$ cat config.mk
export PLATFORM = sky130hd
export DESIGN_NAME = fft_bfly_sched
export DESIGN_NICKNAME = d
export VERILOG_FILES = /design/src/rtl/fft_sched_pkg.sv /design/src/rtl/fft_bfly_addr.sv /design/src/rtl/fft_bfly_sched.sv
export SDC_FILE = /design/constraint.sdc
export NUM_CORES = 1
export LEC_CHECK = 0
export ABC_AREA = 1
export CAP_MARGIN = 20
export CORE_MARGIN = 2
export CORE_UTILIZATION = 55
export CTS_BUF_LIST = sky130_fd_sc_hd__clkbuf_4
export CTS_CLUSTER_DIAMETER = 60
export DETAILED_ROUTE_END_ITERATION = 8
export GPL_ROUTABILITY_DRIVEN = 0
export GPL_TIMING_DRIVEN = 0
export PLACE_DENSITY = 0.88
export SLEW_MARGIN = 40
export SYNTH_ARGS = -nofsm -noshare
export SYNTH_HDL_FRONTEND = slang
export SYNTH_SLANG_ARGS = --single-unit
$ cat constraint.sdc
create_clock -name clk_i -period 4.2 [get_ports clk_i]
set_clock_uncertainty 0.05 [all_clocks]
set_input_delay 0.63 -clock clk_i [delete_from_list [all_inputs] [get_ports clk_i]]
set_output_delay 0.63 -clock clk_i [all_outputs]
set_load 0.02 [all_outputs]
$ cat src/rtl/fft_sched_pkg.sv
// Shared types and defaults for the radix-2 FFT butterfly scheduler.
package fft_sched_pkg;

  // Scheduler FSM states; internal to the scheduler, exported on no port.
  typedef enum logic [2:0] {
    IDLE  = 3'd0,
    READ  = 3'd1,
    WAIT  = 3'd2,
    WRITE = 3'd3,
    DONE  = 3'd4
  } sched_state_e;

  // Default butterfly datapath latency in cycles.
  localparam int DEF_COMPUTE_LAT = 3;

endpackage : fft_sched_pkg

$ cat src/rtl/fft_bfly_addr.sv
// Combinational operand/twiddle address generator for one radix-2 butterfly.
// For stage s and butterfly b: half = 1<<s, pos = b mod half, grp = b / half,
// A = grp*2*half + pos, B = A + half, twiddle = pos << (LOG2N-1-s).
module fft_bfly_addr #(
  parameter int LOG2N = 4,
  parameter int SW    = (LOG2N > 1) ? $clog2(LOG2N) : 1
) (
  input  logic [SW-1:0]    stage_i,
  input  logic [LOG2N-2:0] bfly_i,
  output logic [LOG2N-1:0] addr_a_o,
  output logic [LOG2N-1:0] addr_b_o,
  output logic [LOG2N-2:0] tw_addr_o
);

  localparam int BW = LOG2N - 1;

  logic [LOG2N-1:0] half;
  logic [BW-1:0]    pos_mask;
  logic [BW-1:0]    pos;
  logic [BW-1:0]    grp;
  logic [LOG2N-1:0] addr_a;

  // Split the butterfly index into group and position within the group.
  always_comb begin
    half     = LOG2N'(1) << stage_i;
    pos_mask = ~({BW{1'b1}} << stage_i);
    pos      = bfly_i & pos_mask;
    grp      = bfly_i >> stage_i;
    addr_a   = ({1'b0, grp} << (int'(stage_i) + 1)) | {1'b0, pos};
  end

  assign addr_a_o  = addr_a;
  assign addr_b_o  = addr_a + half;
  assign tw_addr_o = pos << (LOG2N - 1 - int'(stage_i));

endmodule : fft_bfly_addr

$ cat src/rtl/fft_bfly_sched.sv
// Butterfly scheduler: walks LOG2N stages x N/2 butterflies, issuing a read,
// waiting out the butterfly pipeline, then writing back in place.
module fft_bfly_sched
  import fft_sched_pkg::*;
#(
  parameter int N_POINTS    = 16,
  parameter int LOG2N       = $clog2(N_POINTS),
  parameter int COMPUTE_LAT = DEF_COMPUTE_LAT
) (
  input  logic                     clk_i,
  input  logic                     rst_ni,
  input  logic                     start_i,
  input  logic                     rd_gnt_i,
  input  logic                     wr_gnt_i,
  output logic                     rd_req_o,
  output logic                     wr_req_o,
  output logic [LOG2N-1:0]         addr_a_o,
  output logic [LOG2N-1:0]         addr_b_o,
  output logic [LOG2N-2:0]         tw_addr_o,
  output logic [$clog2(LOG2N)-1:0] stage_o,
  output logic                     end_compute_o,
  output logic                     end_algo_o,
  output logic                     done_o,
  output logic                     busy_o
);

  localparam int SW = $clog2(LOG2N);
  localparam int BW = LOG2N - 1;
  localparam int LW = (COMPUTE_LAT > 1) ? $clog2(COMPUTE_LAT) : 1;

  localparam logic [BW-1:0] BFLY_LAST  = BW'(N_POINTS / 2 - 1);
  localparam logic [SW-1:0] STAGE_LAST = SW'(LOG2N - 1);
  localparam logic [LW-1:0] LAT_LOAD   = LW'(COMPUTE_LAT - 1);

  sched_state_e  state_q, state_d;
  logic [SW-1:0] stage_q, stage_d;
  logic [BW-1:0] bfly_q, bfly_d;
  logic [LW-1:0] lat_q, lat_d;
  logic          end_algo;

  logic [LOG2N-1:0] raw_a, raw_b;
  logic [BW-1:0]    raw_tw;
  logic             in_bfly;

  // State and counter registers; reset aborts any run immediately.
  always_ff @(posedge clk_i or negedge rst_ni) begin
    if (!rst_ni) begin
      state_q <= IDLE;
      stage_q <= '0;
      bfly_q  <= '0;
      lat_q   <= '0;
    end else begin
      state_q <= state_d;
      stage_q <= stage_d;
      bfly_q  <= bfly_d;
      lat_q   <= lat_d;
    end
  end

  // Next-state and counter update; grants only matter in their own state.
  always_comb begin
    state_d  = state_q;
    stage_d  = stage_q;
    bfly_d   = bfly_q;
    lat_d    = lat_q;
    end_algo = 1'b0;
    unique case (state_q)
      IDLE: begin
        if (start_i) begin
          stage_d = '0;
          bfly_d  = '0;
          state_d = READ;
        end
      end
      READ: begin
        if (rd_gnt_i) begin
          lat_d   = LAT_LOAD;
          state_d = WAIT;
        end
      end
      WAIT: begin
        if (lat_q == '0) begin
          state_d = WRITE;
        end else begin
          lat_d = lat_q - LW'(1);
        end
      end
      WRITE: begin
        if (wr_gnt_i) begin
          if (bfly_q != BFLY_LAST) begin
            bfly_d  = bfly_q + BW'(1);
            state_d = READ;
          end else begin
            bfly_d = '0;
            if (stage_q != STAGE_LAST) begin
              stage_d = stage_q + SW'(1);
              state_d = READ;
            end else begin
              end_algo = 1'b1;
              state_d  = DONE;
            end
          end
        end
      end
      DONE: begin
        state_d = IDLE;
      end
      default: begin
        state_d = IDLE;
      end
    endcase
  end

  fft_bfly_addr #(
    .LOG2N (LOG2N),
    .SW    (SW)
  ) u_addr (
    .stage_i   (stage_q),
    .bfly_i    (bfly_q),
    .addr_a_o  (raw_a),
    .addr_b_o  (raw_b),
    .tw_addr_o (raw_tw)
  );

  // Addresses are only meaningful while a butterfly is in flight; zero otherwise.
  assign in_bfly = (state_q == READ) || (state_q == WAIT) || (state_q == WRITE);

  assign addr_a_o      = in_bfly ? raw_a  : '0;
  assign addr_b_o      = in_bfly ? raw_b  : '0;
  assign tw_addr_o     = in_bfly ? raw_tw : '0;
  assign stage_o       = stage_q;
  assign rd_req_o      = (state_q == READ);
  assign wr_req_o      = (state_q == WRITE);
  assign end_compute_o = (state_q == WAIT) && (lat_q == '0);
  assign end_algo_o    = end_algo;
  assign done_o        = (state_q == DONE);
  assign busy_o        = (state_q != IDLE);

endmodule : fft_bfly_sched

Word level (Yosys, flattened, before mapping)

Index checks and enable logic that the tools add are counted.

Register bits after elaboration: 10
Input bits: 5
Output and inout bits: 19
Word-level logic and storage cells: 69

Add/subtract/negate cells: 6
Equality and inequality tests: 13
Shift-type cells: 5
Multiplexer cells: 26
Bitwise gates (word level): 3
Reduce and logical (&&, ||, !) cells: 12

Operators by type and width:

| operator            | number |
|---|---|
| $shl 3x32->3        | 1 |
| $shl 3x32->4        | 1 |
| $mux 3              | 10 |
| $mux 2              | 6 |
| $ne 2x2->1 const B  | 6 |
| $pmux 3 s4          | 1 |
| $mux 4              | 2 |
| $pmux 2 s2          | 2 |
| $eq 3x2->1 const B  | 2 |
| $pmux 3 s2          | 1 |
| $reduce_and 3->1    | 2 |
| $reduce_and 5->1    | 1 |
| $add 4x4->4         | 1 |
| $mux 1              | 4 |
| $ne 2x1->1 const B  | 2 |
| $or 4x3->4          | 1 |
| $reduce_and 4->1    | 1 |
| $reduce_bool 2->1   | 2 |
| $shl 1x2->4 const A | 1 |
| $add 2x1->3 const B | 1 |
| $add 3x1->3 const B | 1 |
| $and 3x3->3         | 1 |
| $eq 3x1->1 const B  | 1 |
| $eq 3x3->1 const B  | 1 |
| other kinds (12)    | 13 |

Depth between registers and ports, before layout

Word-level depth: 6
Mapped depth: 15
Gate-level depth less buffers: 15

Cells and area by module

A second synthesis with hierarchy kept.

Cells, all modules: 164
Area total of the unflattened synthesis: 1061.0 um^2

By module, submodules not included:

| module         | instances | cells each | area each (um^2) | seq. area each (um^2) |
|---|---|---|---|---|
| fft_bfly_sched | 1         | 112        | 709.4            | 250.2 |
| fft_bfly_addr  | 1         | 52         | 351.6            | 0.0 |

Worst setup path before layout

Ideal clock, no wire load.

Path kind: register to output
Start: register stage_q[1], in the netlist stage_o[1]
End: output port addr_b_o[3]
Arrival: 2573 ps
Data required time: 3520 ps
Slack: 947 ps
Stages on the path, launching flop included: 15
Cell sequence: dfrtp_1 clkinv_1 ha_1 inv_1 nand3_1 o21ai_0 nand3_1 nand2_1 ha_1 a21o_1 nor2_1 inv_1 nand2_1 inv_1 nor2_1

Cells in the longest elaborated chain, start to end: 6

RTL lines:

| element                                             | line                  | text |
|---|---|---|
| start: declaration                                  | fft_bfly_sched.sv:36  | `logic [SW-1:0] stage_q, stage_d;` |
| start signal: assignment                            | fft_bfly_sched.sv:54  | `stage_q <= stage_d;` |
| branches (longest 4 deep; another with $add 2x1->3) | -                     |  |
| $add 4x4->4 (*)                                     | fft_bfly_addr.sv:33   | `assign addr_b_o = addr_a + half;` |
| $mux 4 (*)                                          | fft_bfly_sched.sv:129 | `assign addr_b_o = in_bfly ? raw_b : '0;` |
| end: declaration                                    | fft_bfly_sched.sv:18  | `output logic [LOG2N-1:0] addr_b_o,` |

Every way passes the cells marked *.

Worst setup path in the final report

Ends and elaborated chain as after synthesis.

==> results.md <==
Status:
- The run finished with clean final reports.

Die:
- The die is 47.1 um wide.
- The die covers 2220 um2.
- For this configuration, the core starts out at a cell density of 0.586.
- Pin placement for this block handled 24 I/O pins.
- The floorplan has 15 rows.
- The area of the placeable core is 1750 um2.
- Measured along the y axis, the die boundary spans 47.1 um.

Placed design:
- In this run the tool buffered the top-level ports with 23 buffer cells.
- Once detailed placement completed, the half-perimeter wirelength came to 1.89 mm.
- The post-place setup slack is 0.405 ns.

Route:
- Summed over all nets, wire length on met3 after detailed routing comes to 70 um.
- Detailed routing placed a total of 1.14 mm of wire on met2.
- The number of search-and-repair iterations in the first detailed-routing pass is 4.
- Dividing the detail-routed wire length by the instance count gives 11.5 um.
- The post-detailed-route DRC marker count is 0.
- The final wirelength is 2.30 mm.
- The residual antenna-violating net count after detailed routing is 0.
- The number of DRC violations after detailed-routing iteration 0 is 28.
- Across all layers, the routed design uses 1,042 vias.
- The top layer reached by signal wires is met4.
- The met1 layer wirelength in the final routing is 1.06 mm.
- Dividing the detail-routed via count by the number of cells gives 5.21.

Final layout:
- Relative to the synthesized area, the layout overhead comes to 30.2%.
- The final standard cell utilization of the core is 0.763.
- The filler cell count in the final layout is 128.
- The final antenna diode count is 0.
- The final net count is 193.
- The fraction of layout cells with a size suffix above 1 is 0.154.

STA:
- The hold violation total from the final report is 0.
- Setup repair after global routing left no endpoint under its margin.
- The clock period could shrink to 3.85 ns.
- In this run the tightest slew margin relative to its limit is 0.715.
- The total negative slack for setup checks is 0 ns.
- The share of the clock period used by the worst path after layout is 0.918.
- The worst-margin pin slew is 0.426 ns.
- Once routing completed, OpenROAD measured the worst setup slack at 0.346 ns.
- The final count of pins violating max slew is 0.
- Setup violations remaining at the end of the flow were counted as 0.
- Derived from the worst setup path, the maximum achievable clock frequency is 259 MHz.

Worst setup path:
- The worst setup path is launched from a flop.
- The total buffers and inverters traversed by the critical path is 5.
- In this design, the stage delay of the slowest critical-path cell is 0.60 ns.
- The slowest stage of the critical path is the clkdlybuf4s50_1 cell.
- The worst reg2reg path endpoint is stage_o[1].
- Across all register-to-register paths, the minimum setup slack is 2.62 ns.
- Among the stages of the critical path, the cell type that occurs most often is inv_1.
- STA classifies the critical path endpoint as a primary output.
- The critical path goes through clkinvlp_4, ha_1, inv_1, nand3_1, o21ai_0, nand3_1, nand2_1, ha_1, a21o_1, nor2_1, inv_1, nand2_1, inv_1, nor2_1, clkdlybuf4s50_1.
- The arrival time at the worst endpoint is 3.17 ns.
- Along the worst path, the maximum fanout reaches 8.
- The critical path in this run is classified as reg2out.
- The first element of the critical path is stage_o[1].
- Counting cells, the worst reg-to-reg path comes to 7.
- The cell family contributing the most delay on the critical path is buffers and inverters.
- For the worst setup path, the data required time is 3.52 ns.
- The origin of the critical flop-to-flop path is bfly_q[0].

Synthesis:
- A synthesized cell averages 7.01 um2.
- dfrtp_1 takes more of the synthesized area than any other cell.
- The number of distinct standard cells referenced by the synthesized netlist is 29.
- The post-synthesis instance total is 146.
- Of the synthesized area, sequential elements account for 0.244.
- Yosys attributes the largest share of cell area to dfrtp_1 (24%), ha_1 (13%), nand2_1 (12%).
- Among all flip-flop cells after synthesis, the most frequent one is dfrtp_1.
- Summing every instance area after synthesis gives 1020 um2.
- The area share of the largest cell type after synthesis is 0.244.
- The total number of yosys warnings is 0.
- Counting flops with an async set or reset pin after synthesis yields a share of 1.00.
- The count of flip-flops with a built-in enable after synthesis is 0.
- The synthesized design contains 10 register bits.
- The number of nets handed over by synthesis was 163.

Flow run:
- The total of max-cap violations is 0.

Worst hold path:
- The worst min-delay path class is reg2reg.
- The hold-critical path endpoint is lat_q[0].
- The launch instance of the worst min-delay path is lat_q[0].
- Counting instances, the worst hold path has a depth of 1.

CTS:
- The clock latency at the later pin of the worst-skew pair is 0.27 ns.
- In this run the number of H-tree levels came out at 1.
- After clock tree synthesis, the clock-pin slew on the worst setup and hold paths is 0.06 ns.
- In this run the clock root is driven by a clkbuf_4.
- The total clock sinks is 10.
- The TritonCTS clock tree is yes.
- Counting along the longest clock path gives a buffer depth of 2.
- In this run, CTS created clock tree buffers numbering 3.

GRT:
- The global-route usage over all layers is 0.233.
- Entering global routing, the biggest net connects 11 pins.
- For this run the aggregate overflow at the end of global routing stands at 0.
- The first global-routing pass estimated 3.54 mm of wire.
- The initial antenna violation count is 0.
- The via count of the first global-routing pass is 843.

Pwr:
- In this run the static leakage power is 0.679 nW.
- The worst-case IR drop observed on VDD is 0.405 mV.
- The total power per unit cell area is 696 nW/um2.
-- metal layers --
metal / GRT usage / vias to the layer above
met1: 0.293 / 486
met2: 0.389 / 21
met4: 0.0833 / 0
met5: 0 / -
li1: - / 530
met3: 0.0577 / 5
-- placed cells by master (no fill, tap or decap), types with 2 or more instances in the layout --
cell type	instances
nand2_1	34
clkdlybuf4s50_1	23
inv_1	22
nor2_1	13
ha_1	11
nand3_1	8
dfrtp_1	8
o21ai_0	5
inv_2	4
nand2_2	4
nor3_1	4
nand4_1	4
o21ai_1	4
nand3_2	3
a21oi_1	3
clkbuf_4	3
nor2_4	2
a211oi_1	2
buf_4	2
dfrtp_2	2
-- power by group --
group	internal, mW	switching (mW)
registers	0.129	0.0449
logic	0.275	0.411
clock network	0.0344	0.0326
total	0.438	0.489
-- cell usage after synthesis, types with 4 or more instances --
master,instances
dfrtp_1,10
ha_1,11
inv_1,22
inv_2,4
nand2_1,34
nand2_2,4
nand3_1,8
nand4_1,4
nor2_1,13
nor3_1,4
o21ai_0,5
o21ai_1,4
-- area by class of cell --
| cell class | count | area (um2) | share of cell area |
|---|---|---|---|
| clock buffers | 3 | 22.5 | 0.0169 |
| multi-input cells | 107 | 661 | 0.496 |
| inverters | 28 | 111 | 0.0836 |
| flip-flops and latches | 10 | 253 | 0.190 |
| well taps | 25 | 31.3 | 0.0235 |
| repair buffers | 25 | 245 | 0.184 |
| plain buffers | 1 | 5.00 | 0.00376 |
| clock inverters | 1 | 3.75 | 0.00282 |
-- per-stage QoR --
step | total power [mW] | instance area (um2) | hold WS, ns | std cells
finish | 0.927 | 1330 | 0.454 | 200
CTS | 0.917 | 1310 | 0.458 | 198
detailed placement | 0.846 | 1280 | 0.449 | 194
floorplan | 0.629 | 1020 | 0.284 | 146
global placement | 0.815 | 1280 | 0.433 | 194
global route | 1.01 | 1330 | 0.486 | 200
-- cell families after synthesis --
| logic type | after synthesis | share of synthesized area |
|---|---|---|
| buffers and inverters | 29 | 0.110 |
| AOI/OAI and AO/OA | 18 | 0.103 |
| xor gates and xnor gates | 1 | 0.00856 |
| DFF | 10 | 0.244 |
| adders and majority gates | 12 | 0.154 |
| and+or+nand+nor | 76 | 0.380 |
-- timing repair --
action                     CTS  global route
setup buffers                0             2
setup endpoints to repair    0             2
resized for setup            0             3
hold buffers                 0             0
-- registers in the layout, indices dropped and copies added (netlist names) --
register,flops
bfly_q,3
state_q,3
stage_o,2
lat_q,2
-- how the worst max path moves through the flow --
| stage | end | slack, ns | depth (start not counted) |
|---|---|---|---|
| floorplan | addr_b_o[3] | 0.95 | 14 |
| global route | addr_b_o[3] | 0.10 | 15 |
| CTS | addr_b_o[3] | 0.08 | 15 |
| global placement | addr_b_o[3] | 0.46 | 15 |
| finish | addr_b_o[3] | 0.35 | 15 |
| detailed placement | addr_b_o[3] | 0.41 | 15 |
Power figures use the tool's default switching activity.
